--- config.mk ---
export PLATFORM = sky130hd
export DESIGN_NAME = cfs_md_responder
export DESIGN_NICKNAME = d
export VERILOG_FILES = /design/src/rtl/cfs_md_responder_pkg.sv /design/src/rtl/cfs_md_resp_fifo.sv /design/src/rtl/cfs_md_responder.sv
export SDC_FILE = /design/constraint.sdc
export NUM_CORES = 1
export LEC_CHECK = 0
export CAP_MARGIN = 40
export CORE_UTILIZATION = 49
export CTS_CLUSTER_SIZE = 30
export DETAILED_ROUTE_END_ITERATION = 8
export PLACE_DENSITY_LB_ADDON = 0.08
export RECOVER_POWER = 25
export SETUP_SLACK_MARGIN = 0.5
export SLEW_MARGIN = 40
export SYNTH_ARGS = -nofsm -noshare
export SYNTH_HDL_FRONTEND = slang
export SYNTH_SLANG_ARGS = --single-unit
--- constraint.sdc ---
create_clock -name clk -period 4.2 [get_ports clk]
set_input_delay 0.63 -clock clk [delete_from_list [all_inputs] [get_ports clk]]
set_output_delay 0.63 -clock clk [all_outputs]
set_load 0.1 [all_outputs]
--- src/rtl/cfs_md_responder_pkg.sv ---
// Shared types and helpers for the MD responder: FSM state encoding, port-width
// functions and the payload right-alignment function.
package cfs_md_responder_pkg;

    typedef enum logic [1:0] {
        IDLE = 2'd0,
        WAIT = 2'd1,
        RESP = 2'd2
    } state_e;

    // Widest data bus align_bytes can handle; callers zero-extend into it.
    localparam int unsigned MAX_DW = 1024;

    function automatic int offset_width(input int dw);
        return (dw > 8) ? $clog2(dw / 8) : 1;
    endfunction

    function automatic int size_width(input int dw);
        return $clog2(dw / 8) + 1;
    endfunction

    function automatic logic [MAX_DW-1:0] align_bytes(input logic [MAX_DW-1:0] data,
                                                      input int unsigned     offset,
                                                      input int unsigned     size);
        logic [MAX_DW-1:0] shifted;
        shifted = data >> (8 * offset);
        for (int unsigned i = 0; i < MAX_DW / 8; i++) begin
            if (i >= size) begin
                shifted[8*i +: 8] = 8'h00;
            end
        end
        return shifted;
    endfunction

endpackage

--- src/rtl/cfs_md_resp_fifo.sv ---
// Synchronous FIFO with wrap-bit pointers and an occupancy output. A pop is
// applied before a push, so push while full succeeds when a pop happens too.
module cfs_md_resp_fifo #(
    parameter int WIDTH = 8,
    parameter int DEPTH = 4,
    localparam int AW = $clog2(DEPTH)
) (
    input  logic             clk,
    input  logic             reset_n,
    input  logic             push_i,
    input  logic [WIDTH-1:0] wdata_i,
    input  logic             pop_i,
    output logic [WIDTH-1:0] rdata_o,
    output logic             empty_o,
    output logic             full_o,
    output logic [AW:0]      level_o
);

    logic [WIDTH-1:0] mem_q [DEPTH];
    logic [AW:0]      wr_ptr_q;
    logic [AW:0]      rd_ptr_q;
    logic             pop_s;
    logic             push_s;

    assign empty_o = (wr_ptr_q == rd_ptr_q);
    assign full_o  = (wr_ptr_q[AW] != rd_ptr_q[AW]) && (wr_ptr_q[AW-1:0] == rd_ptr_q[AW-1:0]);
    assign level_o = wr_ptr_q - rd_ptr_q;
    assign rdata_o = mem_q[rd_ptr_q[AW-1:0]];
    assign pop_s   = pop_i && !empty_o;
    assign push_s  = push_i && (!full_o || pop_s);

    // Pointer update; async reset flushes the FIFO.
    always_ff @(posedge clk or negedge reset_n) begin
        if (!reset_n) begin
            wr_ptr_q <= {(AW+1){1'b0}};
            rd_ptr_q <= {(AW+1){1'b0}};
        end else begin
            if (push_s) begin
                wr_ptr_q <= wr_ptr_q + {{AW{1'b0}}, 1'b1};
            end
            if (pop_s) begin
                rd_ptr_q <= rd_ptr_q + {{AW{1'b0}}, 1'b1};
            end
        end
    end

    // Storage write; contents are only observed through valid pointers.
    always_ff @(posedge clk) begin
        if (push_s) begin
            mem_q[wr_ptr_q[AW-1:0]] <= wdata_i;
        end
    end

endmodule

--- src/rtl/cfs_md_responder.sv ---
// MD-protocol responder: wait-state insertion, legality check, payload alignment
// and an output FIFO. Define CFS_MD_RESPONDER_STATS_EN to add completion counters.
module cfs_md_responder
    import cfs_md_responder_pkg::*;
#(
    parameter int DATA_WIDTH = 32,
    parameter int FIFO_DEPTH = 4,
    localparam int OFFSET_WIDTH = offset_width(DATA_WIDTH),
    localparam int SIZE_WIDTH   = size_width(DATA_WIDTH),
    localparam int LEVEL_WIDTH  = $clog2(FIFO_DEPTH) + 1
) (
    input  logic                    clk,
    input  logic                    reset_n,
    input  logic                    md_valid,
    input  logic [DATA_WIDTH-1:0]   md_data,
    input  logic [OFFSET_WIDTH-1:0] md_offset,
    input  logic [SIZE_WIDTH-1:0]   md_size,
    output logic                    md_ready,
    output logic                    md_err,
    input  logic [7:0]              wait_cycles,
    output logic                    out_valid,
    output logic [DATA_WIDTH-1:0]   out_data,
    output logic [SIZE_WIDTH-1:0]   out_size,
    input  logic                    out_ready,
    output logic [LEVEL_WIDTH-1:0]  fifo_level
`ifdef CFS_MD_RESPONDER_STATS_EN
    ,
    output logic [31:0]             cnt_ok,
    output logic [31:0]             cnt_err
`endif
);

    localparam logic [SIZE_WIDTH:0] NUM_BYTES = (SIZE_WIDTH+1)'(DATA_WIDTH / 8);

    state_e                   state_q, state_d;
    logic [7:0]               cnt_q, cnt_d;
    logic [DATA_WIDTH-1:0]    req_data_q;
    logic [OFFSET_WIDTH-1:0]  req_off_q;
    logic [SIZE_WIDTH-1:0]    req_size_q;
    logic                     md_ready_q, md_err_q;
    logic [SIZE_WIDTH:0]      byte_end_s;
    logic                     illegal_s, push_s;
    logic                     fifo_full_s, fifo_empty_s;
    logic [MAX_DW-1:0]        aligned_s;
    logic                     aligned_unused_s;
    logic [SIZE_WIDTH+DATA_WIDTH-1:0] fifo_rdata_s;

    // One extra bit on the byte-end sum so offset+size can never wrap into range.
    assign byte_end_s = (SIZE_WIDTH+1)'(req_off_q) + {1'b0, req_size_q};
    assign illegal_s  = (req_size_q == {SIZE_WIDTH{1'b0}}) || (byte_end_s > NUM_BYTES);
    assign aligned_s  = align_bytes({{(MAX_DW-DATA_WIDTH){1'b0}}, req_data_q},
                                    32'(req_off_q), 32'(req_size_q));
    assign aligned_unused_s = ^aligned_s[MAX_DW-1:DATA_WIDTH];

    // Next-state logic: wait countdown, back-pressure hold and abort on dropped valid.
    always_comb begin
        state_d = state_q;
        cnt_d   = cnt_q;
        push_s  = 1'b0;
        case (state_q)
            IDLE: begin
                if (md_valid) begin
                    state_d = WAIT;
                    cnt_d   = wait_cycles;
                end else begin
                    state_d = IDLE;
                end
            end
            WAIT: begin
                if (!md_valid) begin
                    state_d = IDLE;
                end else if (cnt_q != 8'd0) begin
                    cnt_d = cnt_q - 8'd1;
                end else if (illegal_s || !fifo_full_s) begin
                    state_d = RESP;
                end else begin
                    state_d = WAIT;
                end
            end
            RESP: begin
                state_d = IDLE;
                push_s  = !illegal_s;
            end
            default: begin
                state_d = IDLE;
            end
        endcase
    end

    // State, counter and registered handshake outputs.
    always_ff @(posedge clk or negedge reset_n) begin
        if (!reset_n) begin
            state_q    <= IDLE;
            cnt_q      <= 8'd0;
            md_ready_q <= 1'b0;
            md_err_q   <= 1'b0;
        end else begin
            state_q    <= state_d;
            cnt_q      <= cnt_d;
            md_ready_q <= (state_d == RESP);
            md_err_q   <= (state_d == RESP) && illegal_s;
        end
    end

    // Request capture on acceptance.
    always_ff @(posedge clk or negedge reset_n) begin
        if (!reset_n) begin
            req_data_q <= {DATA_WIDTH{1'b0}};
            req_off_q  <= {OFFSET_WIDTH{1'b0}};
            req_size_q <= {SIZE_WIDTH{1'b0}};
        end else if ((state_q == IDLE) && md_valid) begin
            req_data_q <= md_data;
            req_off_q  <= md_offset;
            req_size_q <= md_size;
        end
    end

    cfs_md_resp_fifo #(
        .WIDTH (SIZE_WIDTH + DATA_WIDTH),
        .DEPTH (FIFO_DEPTH)
    ) u_fifo (
        .clk     (clk),
        .reset_n (reset_n),
        .push_i  (push_s),
        .wdata_i ({req_size_q, aligned_s[DATA_WIDTH-1:0]}),
        .pop_i   (out_ready),
        .rdata_o (fifo_rdata_s),
        .empty_o (fifo_empty_s),
        .full_o  (fifo_full_s),
        .level_o (fifo_level)
    );

    assign md_ready  = md_ready_q;
    assign md_err    = md_err_q;
    assign out_valid = !fifo_empty_s;
    assign out_data  = fifo_rdata_s[DATA_WIDTH-1:0];
    assign out_size  = fifo_rdata_s[SIZE_WIDTH+DATA_WIDTH-1:DATA_WIDTH];

`ifdef CFS_MD_RESPONDER_STATS_EN
    logic [31:0] cnt_ok_q, cnt_err_q;

    // Saturating completion counters, bumped once per RESP cycle.
    always_ff @(posedge clk or negedge reset_n) begin
        if (!reset_n) begin
            cnt_ok_q  <= 32'd0;
            cnt_err_q <= 32'd0;
        end else if (state_q == RESP) begin
            if (illegal_s) begin
                if (cnt_err_q != 32'hFFFF_FFFF) begin
                    cnt_err_q <= cnt_err_q + 32'd1;
                end
            end else if (cnt_ok_q != 32'hFFFF_FFFF) begin
                cnt_ok_q <= cnt_ok_q + 32'd1;
            end
        end
    end

    assign cnt_ok  = cnt_ok_q;
    assign cnt_err = cnt_err_q;
`endif

endmodule

==> impl_metrics.py <==
metrics = {
    "setup_path": {
        "crit_arrival_ps": 2810,
        "crit_path_cell_trace": "clkbuf_2, mux4_2, buf_4",
        "worstReg2RegStart": "req_size_q[0]",
        "critPathBufInv": 2,
        "reg2reg_depth": 7,
        "crit_path_max_fanout": 37,
        "cp-endpoint": "out_data[7]",
        "critPathLaunchType": "register",
        "r2r_end": "u_fifo.mem_q[0][29]",
        "worst-path-stages": 3,
        "r2r_setup_slack_ps": 1190,
        "cp_slowest_stage_delay_ps": 1070,
        "crit_path_top_delay_cell": "clkbuf_2",
        "cp_top_family": "buffers and inverters",
        "critical_path_class": "reg2out",
        "startpoint": "u_fifo.rd_ptr_q[0]",
        "endpoint_kind": "primary output",
        "required_ps": 3570,
    },
    "timing": {
        "clock_skew_ps": 9.58,
        "tns_ps": 0,
        "slew_headroom_pct": -24.2,
        "worst_slack_ps": 758,
        "fin_crit_sh_pct": 82.0,
        "fmax_ghz": 0.291,
        "grt_setup_unrepaired": "false",
        "setup_viol": 0,
        "tightest_slew_ps": 1860,
        "period_needed_ps": 3440,
        "slew_violations": 36,
        "finalHoldViolations": 0,
    },
    "status": {
        "run_status": "finished, violations left",
        "violations": "max-capacitance violations, max-slew violations",
    },
    "placed_design": {
        "place_ws_ps": 1180,
        "gp_congestion": 0.756,
        "dpl.hpwl_um": 10900,
        "io_buffer_count": 89,
    },
    "global_routing": {
        "grt_pass1_vias": 4620,
        "gr-usage-met2_pct": 31.6,
        "grt_util_met1_pct": 29.1,
        "grt_pass1_wl_um": 26100,
        "antenna_found_initial": 0,
        "grt.total_usage_pct": 20.3,
        "top_usage_layer": "met2",
        "grt_max_degree": 56,
        "use_met3_pct": 3.05,
        "grt.overflow.total": 0,
    },
    "power_and_ir_drop": {
        "ir_drop_uv": 477,
        "switching_share_pct": 42.5,
        "clockPowerShare_pct": 22.8,
        "power_frac_seq_pct": 34.0,
        "combPwrFrac_pct": 43.2,
        "power_switching_mw": 2.94,
        "p_leak_nw": 3.55,
        "power_density_nw_per_um2": 707,
        "internal_power_mw": 3.98,
    },
    "synthesis": {
        "synth_edf_count": 140,
        "avgSynthCellArea_um2": 17.2,
        "yosys_warnings": 0,
        "syn_area_um2": 8200,
        "seq_area_frac_synth_pct": 68.1,
        "syn_nets": 537,
        "ys_seq_elements": 195,
        "yosys.cell_types.count": 49,
        "synth_top_flop_cell": "edfxtp_1",
        "async_flop_share_pct": 28.2,
        "syn_inst": 476,
    },
    "detailed_routing": {
        "drc": 0,
        "wirelength_um": 16200,
        "via_count": 4364,
        "wl_per_cell_um": 20.2,
        "drt-initial-drc-count": 328,
        "vias_per_cell": 5.47,
        "ant_nets": 0,
        "firstDrtPassIters": 4,
    },
    "finish": {
        "fin_nets": 632,
        "layout-drive-gt1-share_pct": 27.8,
        "regArea_um2": 5580,
        "diodes": 0,
        "multi_input_area_um2": 2450,
        "syn2layout_area_growth_pct": 19.4,
        "fillers": 1227,
    },
    "clock_network": {
        "cts_hold_buffers": 0,
        "cts_root_buf": "clkbuf_16",
        "clk_path_buf_depth": 2,
        "cts_setup_buffers": 0,
        "cts_num_sinks": 195,
        "h-tree-depth": 4,
        "cts_tree": "done",
        "clock_latency_ps": 420,
        "clk_pin_slew_ps": 70,
        "cts_made_buffers": 17,
        "cts_resized": 0,
    },
    "floorplanning": {
        "core_um2": 16100,
        "io_pins": 90,
        "die-area_um2": 17200,
        "num_rows": 46,
        "die_y_um": 131,
        "floorplan.initialDensity_pct": 50.9,
        "dieWidth_um": 131,
    },
    "run": {
        "drv_cap": 1,
    },
    "hold_path": {
        "hp-class": "in2async",
    },
}
power groups by stage:
stage / registers (mW) / logic, mW / clock network (mW)
after global routing: 2.37 / 3.13 / 1.68
after global placement: 2.39 / 3.00 / 0
after detailed placement: 2.40 / 3.01 / 0
after floorplan: 2.35 / 2.43 / 0
final: 2.35 / 2.99 / 1.58
after CTS: 2.35 / 3.02 / 1.61
worst min-delay path by stage:
stage,startpoint,endpoint,slack (ps),cells past startpoint
final,reset_n,cnt_q[4],360,2
after global routing,reset_n,cnt_q[4],400,2
after CTS,reset_n,cnt_q[4],370,2
after detailed placement,u_fifo.wr_ptr_q[2],u_fifo.wr_ptr_q[2],480,1
after global placement,u_fifo.wr_ptr_q[2],u_fifo.wr_ptr_q[2],480,1
after floorplan,reset_n,cnt_q[0],330,0
flip-flops by register name, summed over array words and instances, names as in the netlist:
register,count
u_fifo.rd_ptr_q,3
req_off_q,2
md_ready,1
u_fifo.wr_ptr_q,3
md_err,1
cnt_q,8
u_fifo.mem_q,140
req_data_q,32
req_size_q,3
state_q,2
stage by stage:
stage | util (%) | power (mW) | hold WS [ps] | instance area (um^2) | std cells
after floorplan | - | 4.78 | 334 | 8200 | 476
after global placement | 57.2 | 5.39 | 479 | 9210 | 766
after detailed placement | 57.3 | 5.41 | 484 | 9240 | 768
after CTS | 60.9 | 6.99 | 368 | 9810 | 798
after global routing | 60.7 | 7.19 | 404 | 9780 | 798
final | 60.7 | 6.92 | 357 | 9780 | 798
layout make-up:
type | count | area share, %
Clock buffer | 20 | 4.46
Clock inverter | 10 | 1.38
Inverter | 10 | 0.384
Multi-Input combinational cell | 247 | 25.1
Sequential cell | 195 | 57.1
Tap cell | 216 | 2.76
Timing Repair Buffer | 100 | 8.86
cell usage in the layout (no fill, tap or decap), drive strengths merged, types with 3 or more instances in the layout:
cell type / netlist / final
dfrtp: 55 / 55
inv: 10 / 11
nand2: 5 / 5
a22oi: 3 / 3
nor3b: 3 / 3
a21oi: 14 / 14
bufinv: 0 / 3
mux2i: 17 / 17
nand3: 3 / 3
ha: 10 / 10
nor2: 33 / 33
and2: 12 / 12
xnor2: 5 / 5
o21ai: 11 / 11
a211oi: 17 / 17
buf: 15 / 51
mux4: 35 / 35
nor3: 5 / 5
edfxtp: 140 / 140
clkinv: 0 / 6
mux2: 39 / 39
clkbuf: 9 / 22
nor2b: 12 / 12
clkdlybuf4s50: 0 / 46
cell families after synthesis:
family | count (synthesis) | synth area share, %
DFF | 195 | 68.1
muxes | 91 | 17.1
and+or+nand+nor | 83 | 5.75
AOI/OAI and AO/OA | 55 | 4.47
buffers and inverters | 34 | 1.94
adders and majority gates | 12 | 2.01
xor gates and xnor gates | 6 | 0.641
Yosys cell counts (3+ instances only):
cell	count	share of area (%)
edfxtp_1	140	51
dfrtp_1	55	17
mux2_2	38	5.2
mux4_2	35	9.6
nor2_1	32	1.5
a211oi_1	17	1.6
mux2i_1	17	2.1
a21oi_1	14	0.85
and2_1	12	0.92
nor2b_1	12	0.92
ha_1	10	1.5
inv_1	10	0.46
o21ai_0	10	0.61
buf_2	9	0.55
clkbuf_1	8	0.37
buf_4	5	0.46
nand2_1	5	0.23
xnor2_1	5	0.53
a22oi_1	3	0.27
nand3_1	3	0.18
nor3_1	3	0.18
per-layer routing:
layer,vias to the layer above,wire (um)
met5,-,0
met4,0,150
met3,12,648
met2,100,7890
met1,2221,7460
li1,2031,-
No activity file was read; power rests on OpenSTA's default activity.
